==> src/rtl/cam_entry_manager.sv <==
// Entry allocator, write sequencer and hit encoder for a RAM-based ternary CAM.
// Optional: define CAM_SCRUB_ON_DELETE_EN to zero-write CAM entries on delete.
module cam_entry_manager #(
  parameter int DATA_WIDTH = 32,
  parameter int ADDR_WIDTH = 5
) (
  input  logic                     clk,
  input  logic                     rst,
  input  logic                     req_valid,
  output logic                     req_ready,
  input  logic [1:0]               req_op,
  input  logic [ADDR_WIDTH-1:0]    req_addr,
  input  logic [DATA_WIDTH-1:0]    req_data,
  input  logic [DATA_WIDTH-1:0]    req_care,
  output logic                     rsp_valid,
  output logic [1:0]               rsp_status,
  output logic [ADDR_WIDTH-1:0]    rsp_addr,
  output logic                     cam_start_write,
  output logic [ADDR_WIDTH-1:0]    cam_waddr,
  output logic [DATA_WIDTH-1:0]    cam_wdata,
  output logic [DATA_WIDTH-1:0]    cam_wcare,
  input  logic                     cam_ready,
  input  logic [(1<<ADDR_WIDTH)-1:0] cam_match_lines,
  output logic                     hit_found,
  output logic [ADDR_WIDTH-1:0]    hit_addr,
  output logic [ADDR_WIDTH:0]      free_count
);
  localparam int WORDS = 1 << ADDR_WIDTH;
  localparam logic [1:0] ST_OK = 2'b00;
  localparam logic [1:0] ST_FULL = 2'b01;
  localparam logic [1:0] ST_NV = 2'b10;
  localparam logic [ADDR_WIDTH:0] CNT_ONE = (ADDR_WIDTH+1)'(1);
  localparam logic [ADDR_WIDTH:0] CNT_ALL = (ADDR_WIDTH+1)'(WORDS);

  typedef enum logic [2:0] {
    IDLE, ISSUE, WAIT_BUSY, WAIT_DONE, RESP
  } state_t;

  state_t state, state_nx;
  logic [WORDS-1:0] valid;
  logic [WORDS-1:0] masked;
  logic [1:0] op_q;
  logic [ADDR_WIDTH-1:0] addr_q;
  logic [DATA_WIDTH-1:0] data_q;
  logic [DATA_WIDTH-1:0] care_q;
  logic accept, is_ins, is_clr;
  logic free_any;
  logic [ADDR_WIDTH-1:0] free_idx;
  logic [ADDR_WIDTH-1:0] hit_idx;

  assign req_ready = (state == IDLE) && !rst;
  assign accept = req_valid && req_ready;
  assign is_ins = (req_op == 2'b00);
  assign is_clr = (req_op == 2'b10);

  // Descending scan leaves the lowest qualifying index.
  always_comb begin
    free_any = 1'b0;
    free_idx = '0;
    hit_idx = '0;
    for (int i = WORDS-1; i >= 0; i--) begin
      if (!valid[i]) begin
        free_any = 1'b1;
        free_idx = ADDR_WIDTH'(i);
      end
      if (masked[i]) hit_idx = ADDR_WIDTH'(i);
    end
  end

  always_ff @(posedge clk) begin
    if (rst) state <= IDLE;
    else     state <= state_nx;
  end

  always_comb begin
    state_nx = state;
    unique case (state)
      IDLE: begin
        if (accept) begin
          if (is_ins)
            state_nx = free_any ? ISSUE : RESP;
          else if (is_clr)
            state_nx = RESP;
          else if (valid[req_addr])
`ifdef CAM_SCRUB_ON_DELETE_EN
            state_nx = ISSUE;
`else
            state_nx = RESP;
`endif
          else
            state_nx = RESP;
        end
      end
      ISSUE:     if (cam_ready)  state_nx = WAIT_BUSY;
      WAIT_BUSY: if (!cam_ready) state_nx = WAIT_DONE;
      WAIT_DONE: if (cam_ready)  state_nx = RESP;
      RESP:      state_nx = IDLE;
      default:   state_nx = IDLE;
    endcase
  end

  always_ff @(posedge clk) begin
    if (rst) begin
      valid <= '0;
      free_count <= CNT_ALL;
      op_q <= '0;
      addr_q <= '0;
      data_q <= '0;
      care_q <= '0;
      rsp_valid <= 1'b0;
      rsp_status <= ST_OK;
      rsp_addr <= '0;
      cam_start_write <= 1'b0;
      cam_waddr <= '0;
      cam_wdata <= '0;
      cam_wcare <= '0;
    end else begin
      cam_start_write <= 1'b0;
      rsp_valid <= (state == RESP);
      unique case (state)
        IDLE: begin
          if (accept) begin
            op_q <= req_op;
            addr_q <= req_addr;
            data_q <= req_data;
            care_q <= req_care;
            if (is_ins) begin
              if (free_any) begin
                addr_q <= free_idx;
              end else begin
                rsp_status <= ST_FULL;
                rsp_addr <= '0;
              end
            end else if (is_clr) begin
              valid <= '0;
              free_count <= CNT_ALL;
              rsp_status <= ST_OK;
              rsp_addr <= '0;
            end else if (valid[req_addr]) begin
              valid[req_addr] <= 1'b0;
              free_count <= free_count + CNT_ONE;
              rsp_status <= ST_OK;
              rsp_addr <= req_addr;
              data_q <= '0;
              care_q <= '1;
            end else begin
              rsp_status <= ST_NV;
              rsp_addr <= req_addr;
            end
          end
        end
        ISSUE: begin
          if (cam_ready) begin
            cam_start_write <= 1'b1;
            cam_waddr <= addr_q;
            cam_wdata <= data_q;
            cam_wcare <= care_q;
          end
        end
        WAIT_DONE: begin
          if (cam_ready) begin
            if (op_q == 2'b00) begin
              valid[addr_q] <= 1'b1;
              free_count <= free_count - CNT_ONE;
            end
            rsp_status <= ST_OK;
            rsp_addr <= addr_q;
          end
        end
        default: ;
      endcase
    end
  end

  // Lookup pipeline runs every cycle, independent of the request FSM.
  always_ff @(posedge clk) begin
    if (rst) begin
      masked <= '0;
      hit_found <= 1'b0;
      hit_addr <= '0;
    end else begin
      masked <= cam_match_lines & valid;
      hit_found <= |masked;
      hit_addr <= hit_idx;
    end
  end
endmodule
==> config.mk <==
export PLATFORM = sky130hd
export DESIGN_NAME = cam_entry_manager
export DESIGN_NICKNAME = d
export VERILOG_FILES = /design/src/rtl/cam_entry_manager.sv
export SDC_FILE = /design/constraint.sdc
export NUM_CORES = 1
export LEC_CHECK = 0
export ABC_AREA = 1
export ABC_CLOCK_PERIOD_IN_PS = 4500
export BUFFER_PORTS_ARGS = -buffer_cell sky130_fd_sc_hd__buf_2
export CAP_MARGIN = 15
export CORE_MARGIN = 5
export CORE_UTILIZATION = 24
export CTS_CLUSTER_DIAMETER = 50
export CTS_CLUSTER_SIZE = 30
export DETAILED_ROUTE_END_ITERATION = 7
export PLACE_DENSITY_LB_ADDON = 0.2
export SETUP_SLACK_MARGIN = 0.4
export SLEW_MARGIN = 20
export SYNTH_ARGS = -nofsm -noshare
export SYNTH_HDL_FRONTEND = slang
export SYNTH_SLANG_ARGS = --single-unit
==> constraint.sdc <==
create_clock -name clk -period 4.5 [get_ports clk]
set_input_delay 1.125 -clock clk [delete_from_list [all_inputs] [get_ports clk]]
set_output_delay 1.125 -clock clk [all_outputs]
set_load 0.02 [all_outputs]
==> results of run 1 <==
[registers in the layout, indices dropped and copies added (netlist names), 6 cells and up]
| register | cells |
|---|---|
| cam_wcare | 32 |
| cam_wdata | 32 |
| care_q | 32 |
| data_q | 32 |
| free_count | 6 |
| masked | 32 |
| valid | 32 |
[cell families (layout without fill, tap and decap cells)]
group,count (synthesis),in the layout,share of synthesized area (%)
other,0,2,0
adders and majority gates,2,2,0.256
and+or+nand+nor,421,421,17.8
xor gates and xnor gates,5,5,0.448
AOI/OAI and AO/OA,395,395,26.0
DFF,228,228,46.7
buffers and inverters,214,416,8.70
[layer usage]
layer | routed length (um) | global-route usage [%]
met5 | 50 | 0
met4 | 902 | 5.42
met3 | 2840 | 5.22
met2 | 14900 | 22.9
met1 | 15000 | 19.1
[area by class of cell]
cell class                 instances  area [um^2]  share of cell area [%]
antenna                            2         5.00                  0.0399
clock inverter                    22          236                    1.89
sequential                       228         4560                    36.4
tap                              532          666                    5.31
timing repair buffer             213         1150                    9.18
multi-input combinational        823         4370                    34.8
inverter                         138          522                    4.16
clock buffer                      43         1020                    8.15
[report_power, final]
group / leakage, nW / switching (W) / internal [W]
combinational: 2.58 / 0.000599 / 0.000262
sequential: 1.85 / 0.0000929 / 0.00219
clock: 0.605 / 0.00109 / 0.00177
[worst max path at each step]
| stage | from | end | slack (ns) | depth (start not counted) |
|---|---|---|---|---|
| 3_5_place_dp | req_addr[0] | valid[6]$_SDFFE_PP0P_ | 0.86 | 16 |
| 6_report | req_addr[0] | valid[26]$_SDFFE_PP0P_ | 1.35 | 16 |
| 5_1_grt | req_addr[0] | valid[8]$_SDFFE_PP0P_ | 1.20 | 16 |
| 2_1_floorplan | req_addr[0] | valid[10]$_SDFFE_PP0P_ | 1.81 | 13 |
| 3_3_place_gp | req_addr[0] | valid[6]$_SDFFE_PP0P_ | 0.96 | 16 |
| 4_1_cts | req_addr[0] | valid[26]$_SDFFE_PP0P_ | 1.43 | 16 |
[stage by stage]
step	hold WS (ns)	cell area (um^2)	total power (W)	utilization [%]	cells
floorplan	0.412	9770	0.00288	-	1265
global placement	0.435	11300	0.00319	27.8	1934
detailed placement	0.437	11300	0.00319	27.8	1934
CTS	0.441	12500	0.00613	30.9	1999
global route	0.460	12500	0.00632	30.9	1999
finish	0.445	12500	0.00601	30.9	2001
[placed cells by master (no fill, tap or decap), types with 34 or more instances in the layout]
cell and n:
buf_2 196, o31ai_1 34, o21ai_0 147, nor2_1 134, dfxtp_1 228, nand2_1 176, a21oi_1 128, a221oi_2 34
inv_1 127, nand3_1 74, clkbuf_16 39
==> metrics.md, run 1 <==
| Metric | Value |
|---|---|
| Worst hold start | state[0]$_SDFFE_PP0P_ |
| Fraction of layout cells with a size suffix above 1 | 22.5% |
| Final GP Congestion | 0.849 |
| Die Y | 212 um |
| Remaining Overflow, GRT | 0 |
| Die W | 212 um |
| Skew-Pair Late Insertion Delay | 0.54 ns |
| Status | finished, final reports clean |
| CTS Hold Bufs | 0 |
| Worst min-delay path class | reg -> reg |
| Reg clk slew, reported paths | 0.06 ns |
| EDFF count, synth | 0 |
| CP max-delay cell | inv_4 |
| Clk buf depth | 3 |
| Leakage | 5.05 nW |
| Critical Path Max Stage Delay | 0.29 ns |
| Buf/Inv on CP | 6 |
| Critical-path maximum fanout | 26 |
| Fin Clk Skew | 0.0312 ns |
| Post-detail-place hpwl | 22900 um |
| Starting Density | 24.1% |
| Post-synthesis async set-or-reset flop share | 0% |
| Most frequent cell after synthesis | dfxtp_1 |
| Synth Instances | 1265 |
| Area growth syn-to-layout | 28.3% |
| Most used DFF post-synth | dfxtp_1 |
| Slew HR | 29.8% |
| Synth top area cells | dfxtp_1, o21ai_0, nand2_1, a21oi_1, a221oi_2 |
| WS Path Type | in -> reg |
| Final setup violation count | 0 |
| FF-to-FF Start | state[2]$_SDFFE_PP0P_ |
| Worst VDD drop | 0.257 mV |
| First-pass GRT wire length | 53200 um |
| Synth cell types | 40 |
| Total die area | 44800 um^2 |
| Worst R2R End | valid[26]$_SDFFE_PP0P_ |
| I/O Pins | 198 |
| Hold Path End | rsp_valid$_SDFF_PP0_ |
| Hold depth | 1 |
| Root Driver | clkbuf_16 |
| Num rows | 74 |
| Area of the core | 40600 um^2 |
| Routed vias | 9311 |
| Flop-to-flop setup slack | 1.93 ns |
| Vias in the first global route | 9325 |
| Cell Area, Synth | 9770 um^2 |
| Crit path DAT | 3.58 ns |
| Worst slack at placement | 0.858 ns |
| Top cells by count, synth | dfxtp_1, nand2_1, o21ai_0 |
| CTS Buf Count | 37 |
| Fmax | 0.317 GHz |
| Pwr dens | 480 nW/um^2 |
| Post-CTS setup buffers | 0 |
| R2r worst-path depth | 14 |
| Post-CTS sizing | 0 |
| Pin count of the biggest net entering global routing | 105 |
| Filler instances | 4409 |
| Max Slew Vio Count | 0 |
| Avg Inst Size Synth | 7.72 um^2 |
| WL final | 33700 um |
| Flops & latches, synth | 228 |
| Crit share post-route | 70.1% |
| Worst-path cell chain | buf_2 > inv_2 > nor2_2 > buf_4 > a22oi_1 > o221ai_1 > a22o_1 > a221oi_2 > nand2_1 > inv_2 > nand3_2 > nand2_2 > inv_4 > buf_12 > nand3_1 > a221oi_2 |
| DR WL/cell | 16.9 um |
| Total GRT Usage | 14.8% |
| Max Cap Viol | 0 |
| Nets | 1550 |
| Period minus WS final | 3.15 ns |
| Worst-margin pin slew | 1.05 ns |
| Critical Path Start Type | input pin |
| CTS H-tree lvls | 2 |
| Hold Vio Cnt, Final | 0 |
| Syn nets | 1374 |
| Critical Path End Type | flip-flop |
| Cell accounting for the most synthesized area | dfxtp_1 |
| Initial antenna violation count | 6 |
| Synth warnings | 0 |
| Initial DRT Pass Iterations | 5 |
| CTS tree | built |
| Setup WS post-layout | 1.35 ns |
| # DRC | 0 |
| Setup TNS | 0 ns |
| Required time worst endpoint | 4.93 ns |
| DR vias/cell | 4.65 |
| Post-route ant nets | 0 |
| Initial drt markers | 467 |
| Post-synthesis sequential area ratio | 46.7% |
| RSZ-0062 raised after global routing | false |
| Sink Count | 228 |
| Number of port buffers | 197 |
| Crit path max-delay family | buffers and inverters |
| Yosys top cell area share | 46.7% |
(Power assumes the default switching activity.)
==> run 2: changes to the inputs <==
- ABC_CLOCK_PERIOD_IN_PS: 4500 -> 3290
- clock period: 4.5 -> 3.29 ns (I/O delays scaled with it)
==> metrics.md, run 2 (synthesized netlist as in run 1, its figures left out) <==
| Metric | Value |
|---|---|
| Sink Count | 228 (unchanged) |
| Setup TNS | 0 ns (unchanged) |
| Total GRT Usage | 14.8% (about the same) |
| Final setup violation count | 0 (unchanged) |
| Area of the multi-input gates | 4370 um^2 (about the same) |
| Worst-margin pin slew | 0.954 ns (was 1.05 ns) |
| WS Path Type | reg -> out (was in -> reg) |
| Status | finished, final reports clean (unchanged) |
| Area of the core | 40600 um^2 (unchanged) |
| Hold Vio Cnt, Final | 0 (unchanged) |
| Reg power frac | 38.0% (about the same) |
| Max Cap Viol | 0 (unchanged) |
| Post-route ant nets | 0 (unchanged) |
| Final Util | 31.3% (was 30.9%) |
| R2r worst-path depth | 11 (was 14) |
| Most frequent cells in the layout | dfxtp_1, buf_2, nand2_1, o21ai_0, nor2_1 (unchanged) |
| Pin count of the biggest net entering global routing | 118 (was 105) |
| Filler instances | 4464 (was 4409) |
| Routed met2 length | 15400 um (was 14900 um) |
| I/O Pins | 198 (unchanged) |
| Total die area | 44800 um^2 (unchanged) |
| Remaining Overflow, GRT | 0 (unchanged) |
| CTS H-tree lvls | 2 (unchanged) |
| Fin Clk Skew | 0.0187 ns (was 0.0312 ns) |
| Starting Density | 24.1% (unchanged) |
| Vias in the first global route | 9457 (was 9325) |
| Initial DRT Pass Iterations | 5 (unchanged) |
| Wl on met1 | 14900 um (was 15000 um) |
| Routed vias | 9383 (was 9311) |
| # DRC | 0 (unchanged) |
| Metal3 WL | 2570 um (was 2840 um) |
| Nets | 1570 (was 1550) |
| DR top layer | met5 (unchanged) |
| Max Slew Vio Count | 0 (unchanged) |
| Sw frac | 28.8% (was 29.7%) |
| Required time worst endpoint | 2.47 ns (was 4.93 ns) |
| Skew-Pair Late Insertion Delay | 0.53 ns (was 0.54 ns) |
| Fmax | 0.377 GHz |
| Critical Path Start Type | flip-flop (was input pin) |
| RSZ-0062 raised after global routing | false (unchanged) |
| Clk buf depth | 3 (unchanged) |
| Number of port buffers | 197 (unchanged) |
| Worst slack at placement | 0.240 ns (was 0.858 ns) |
| Commonest non-fill, non-tap cell in the layout | dfxtp_1 (unchanged) |
| Slew HR | 36.1% (was 29.8%) |
| Pwr dens | 648 nW/um^2 (was 480 nW/um^2) |
| Gate power share | 15.0% (was 14.3%) |
| Clock share of power | 47.0% (was 47.7%) |
| Sw Pwr | 0.00237 W (was 0.00178 W) |
| Num rows | 74 (unchanged) |
| Final GP Congestion | 0.856 (was 0.849) |
| DR WL/cell | 16.8 um (was 16.9 um) |
| Critical Path End Type | output port (was flip-flop) |
| Worst VDD drop | 0.294 mV (was 0.257 mV) |
| Crit share post-route | 80.7% |
| Initial drt markers | 503 (was 467) |
| Setup WS post-layout | 0.634 ns (was 1.35 ns) |
| Critical-path maximum fanout | 3 (was 26) |
| First-pass GRT wire length | 52800 um (was 53200 um) |
| Fraction of layout cells with a size suffix above 1 | 23.3% (was 22.5%) |
| Period minus WS final | 2.66 ns |
| WL final | 33800 um (was 33700 um) |
| Post-detail-place hpwl | 23400 um (was 22900 um) |
| Crit path DAT | 1.83 ns (was 3.58 ns) |
| DR vias/cell | 4.65 (about the same) |
| Root Driver | clkbuf_16 (unchanged) |
| Die W | 212 um (unchanged) |
| Hold depth | 1 (unchanged) |
| P_int | 0.00585 W (was 0.00423 W) |
| Register area | 4560 um^2 (unchanged) |
| Leakage | 5.14 nW (was 5.05 nW) |
| Die Y | 212 um (unchanged) |
| CTS tree | built (unchanged) |
| Reg clk slew, reported paths | 0.05 ns (was 0.06 ns) |
| CTS Buf Count | 36 (was 37) |
| Area growth syn-to-layout | 29.7% (was 28.3%) |
| Worst min-delay path class | reg -> reg (unchanged) |
| Initial antenna violation count | 6 (unchanged) |
-- run 2: timing repair --
| action | CTS | global route |
|---|---|---|
| setup buffers | 0 | 0 |
| setup endpoints to repair | 0 | 10 |
| gates resized for setup | 0 | 2 |
| hold buffers | 0 | 0 |
-- run 2: worst paths after layout --
check / start / end / slack (ns)
max: state[2]$_SDFFE_PP0P_ / req_ready / 0.63
min: state[0]$_SDFFE_PP0P_ / rsp_valid$_SDFF_PP0_ / 0.44
max reg2reg: valid[21]$_SDFFE_PP0P_ / rsp_addr[3]$_SDFFE_PP0P_ / 0.67
min reg2reg: state[0]$_SDFFE_PP0P_ / rsp_valid$_SDFF_PP0_ / 0.44
-- run 2: power by group through the flow --
stage | Clock [W] | Sequential [W] | Combinational (W)
final | 0.00386 | 0.00312 | 0.00123
after global routing | 0.00413 | 0.00315 | 0.00136
after CTS | 0.00399 | 0.00313 | 0.00125
after detailed placement | 0 | 0.00318 | 0.00124
after global placement | 0 | 0.00318 | 0.00124
after floorplan | 0 | 0.00328 | 0.000658
-- run 2: metrics by stage --
stage	hold WS [ns]	total power (W)	cell area [um^2]	std cells
after floorplan	0.412	0.00393	9770	1265
after global placement	0.431	0.00442	11400	1955
after detailed placement	0.439	0.00442	11400	1955
after CTS	0.446	0.00836	12700	2016
after global routing	0.476	0.00864	12700	2016
final	0.443	0.00822	12700	2018
-- run 2: worst max-delay path, cell delays in order, from the launching register on --
cell	delay [ns]
dfxtp_1	0.32
nor2_1	0.17
inv_2	0.07
nor2_2	0.16
inv_1	0.16
nor2_1	0.22
buf_2	0.22
-- run 2: area by class of cell --
class                           count  share of cell area, %
Clock inverter                     18                   1.84
Inverter                          138                   4.12
Antenna cell                        2                 0.0395
Tap cell                          532                   5.25
Sequential cell                   228                   36.0
Timing Repair Buffer              234                   10.5
Clock buffer                       43                   7.72
Multi-Input combinational cell    823                   34.5
-- run 2: metal layers --
metal	global-route usage (%)	up-vias
li1	-	4717
met1	18.6	4357
met2	23.6	239
met3	5.04	62
met4	5.15	8
met5	0	-
==> run 3: changes to the inputs <==
- ABC_CLOCK_PERIOD_IN_PS: 3290 -> 2500
- clock period: 3.29 -> 2.5 ns (I/O delays scaled with it)
==> metrics.md, run 3 (synthesized netlist as in run 1, its figures left out) <==
| Metric | Value |
|---|---|
| CP max-delay cell | dfxtp_1 (unchanged) |
| Max Cap Viol | 0 (unchanged) |
| P_int | 0.00813 W (was 0.00585 W) |
| Pin count of the biggest net entering global routing | 119 (was 118) |
| Worst-path cell chain | buf_6 > a22oi_2 > o221ai_2 > a22o_1 > a221oi_2 > nand2_1 > inv_2 > nand3_2 > nand2_4 > inv_8 > buf_6 > buf_16 > a221oi_2 (was nor2_1 > inv_2 > nor2_2 > inv_1 > nor2_1 > buf_2) |
| DR WL/cell | 16.7 um (was 16.8 um) |
| Reg clk slew, reported paths | 0.06 ns (was 0.05 ns) |
| Critical Path Max Stage Delay | 0.31 ns (was 0.32 ns) |
| Area growth syn-to-layout | 39.2% (was 29.7%) |
| Clock share of power | 47.5% (was 47.0%) |
| Sw frac | 29.6% (was 28.8%) |
| CTS tree | built (unchanged) |
| CTS H-tree lvls | 2 (unchanged) |
| Critical Path End Type | flip-flop (was output port) |
| Overall Power | 0.0115 W (was 0.00822 W) |
| WL final | 34500 um (was 33800 um) |
| Placed Instance Area | 11700 um^2 (was 11400 um^2) |
| RSZ-0062 raised after global routing | true (was false) |
| Clk buf depth | 3 (unchanged) |
| Remaining Overflow, GRT | 0 (unchanged) |
| Slew HR | 37.9% (was 36.1%) |
| Crit path DAT | 2.64 ns (was 1.83 ns) |
| Fin Clk Skew | 0.0175 ns (was 0.0187 ns) |
| Die W | 212 um (unchanged) |
| Vias in the first global route | 9664 (was 9457) |
| Leakage | 5.55 nW (was 5.14 nW) |
| Commonest non-fill, non-tap cell in the layout | dfxtp_1 (unchanged) |
| Crit path max-delay family | compound AO/OA/AOI/OAI gates (was simple AND/OR/NAND/NOR gates) |
| Critical Path Start Type | flip-flop (unchanged) |
| Reg power frac | 35.7% (was 38.0%) |
| Sink Count | 228 (unchanged) |
| Post-route ant nets | 0 (unchanged) |
| Worst-margin pin slew | 0.928 ns (was 0.954 ns) |
| DR vias/cell | 4.66 (was 4.65) |
| Initial drt markers | 527 (was 503) |
| Number of port buffers | 197 (unchanged) |
| Fraction of layout cells with a size suffix above 1 | 28.9% (was 23.3%) |
| # DRC | 0 (unchanged) |
| Critical-path maximum fanout | 8 (was 3) |
| Starting Density | 24.1% (unchanged) |
| Gate power share | 16.8% (was 15.0%) |
| Final setup violation count | 0 (unchanged) |
| Initial DRT Pass Iterations | 4 (was 5) |
| Final Util | 33.5% (was 31.3%) |
| CTS Buf Count | 38 (was 36) |
| Final GP Congestion | 0.827 (was 0.856) |
| Nets | 1615 (was 1570) |
| Hold Vio Cnt, Final | 0 (unchanged) |
| Area of the core | 40600 um^2 (unchanged) |
| Most frequent cells in the layout | dfxtp_1, buf_2, nand2_1, nor2_1, a21oi_1 (was dfxtp_1, buf_2, nand2_1, o21ai_0, nor2_1) |
| Total GRT Usage | 15.0% (was 14.8%) |
| Fin area | 13600 um^2 (was 12700 um^2) |
| Skew-Pair Late Insertion Delay | 0.54 ns (was 0.53 ns) |
| Sw Pwr | 0.00341 W (was 0.00237 W) |
| Status | finished, final reports clean (unchanged) |
| Crit share post-route | 88.3% |
| Routed vias | 9645 (was 9383) |
| Initial antenna violation count | 7 (was 6) |
| Worst min-delay path class | in -> reg (was reg -> reg) |
| First-pass GRT wire length | 53500 um (was 52800 um) |
| Num rows | 74 (unchanged) |
| Fmax | 0.453 GHz |
| Max Slew Vio Count | 0 (unchanged) |
| Period minus WS final | 2.21 ns |
| WS Path Type | reg -> reg (was reg -> out) |
| Total die area | 44800 um^2 (unchanged) |
| I/O Pins | 198 (unchanged) |
| Required time worst endpoint | 2.94 ns (was 2.47 ns) |
| Buf/Inv on CP | 5 (was 3) |
| Worst VDD drop | 0.597 mV (was 0.294 mV) |
| Post-detail-place hpwl | 23000 um (was 23400 um) |
| Root Driver | clkbuf_16 (unchanged) |
| Die Y | 212 um (unchanged) |
| Pwr dens | 848 nW/um^2 (was 648 nW/um^2) |
[run 3: changes by cell type in the layout (fill, tap and decap cells not counted), sizes merged]
cell / change
inv: +7
clkinvlp: -1
buf: +40
bufinv: -1
nor2: +2
diode: +1
clkbuf: +4
[run 3: layout make-up]
class | count | area, um^2
multi-input combinational | 825 | 4590
antenna | 3 | 7.51
clock buffer | 46 | 1070
inverter | 138 | 544
sequential | 228 | 4580
clock inverter | 23 | 262
tap | 532 | 666
fill | 4337 | 27000
timing repair buffer | 275 | 1870
[run 3: what timing repair did]
| action | CTS | global route |
|---|---|---|
| endpoints found under the setup margin | 100 | 113 |
| gates cloned | 3 | 3 |
| resized for setup | 49 | 44 |
| hold buffers | 0 | 0 |
| pin swaps | 13 | 10 |
| setup buffers | 15 | 0 |
[run 3: path summary, 6_finish.rpt]
kind                            slack [ns]                         end               startpoint  cells after the start
worst max-delay path                  0.29      valid[22]$_SDFFE_PP0P_   valid[25]$_SDFFE_PP0P_                     13
worst min-delay path                  0.31      care_q[7]$_SDFFE_PP0P_              req_care[7]                      3
worst max register to register        0.29      valid[22]$_SDFFE_PP0P_   valid[25]$_SDFFE_PP0P_                     13
worst min register to register        0.45  cam_wcare[13]$_SDFFE_PP0P_  care_q[13]$_SDFFE_PP0P_                      2
[run 3: worst reg2reg max path, cell delays in order, from the launching register on]
cell and delay (ns):
dfxtp_1 0.31, buf_6 0.13, a22oi_2 0.15, o221ai_2 0.11, a22o_1 0.22, a221oi_2 0.16, nand2_1 0.13, inv_2 0.11
nand3_2 0.08, nand2_4 0.11, inv_8 0.07, buf_6 0.13, buf_16 0.14, a221oi_2 0.26
[run 3: power groups by stage]
stage	combinational, W	clock [W]	sequential, W
global placement	0.00170	0	0.00418
detailed placement	0.00170	0	0.00418
finish	0.00194	0.00548	0.00411
floorplan	0.000885	0	0.00431
CTS	0.00194	0.00564	0.00411
global route	0.00212	0.00583	0.00415
[run 3: layer usage]
layer / GRT usage, % / vias up / routed length (um)
met4: 5.58 / 8 / 872
met2: 23.3 / 280 / 15600
met1: 19.0 / 4480 / 15100
met3: 5.41 / 60 / 2840
li1: - / 4817 / -
met5: 0 / - / 46
[run 3: stage by stage]
stage          setup TNS, ns  instances  setup slack (ns)  hold slack (ns)
2_1_floorplan              0       1265             0.344            0.412
5_1_grt              -0.0333       2068           -0.0333            0.297
3_3_place_gp          -17.65       1977            -0.268            0.430
4_1_cts                    0       2064             0.259            0.279
6_report                   0       2070             0.292            0.308
3_5_place_dp          -19.84       1977            -0.273            0.436
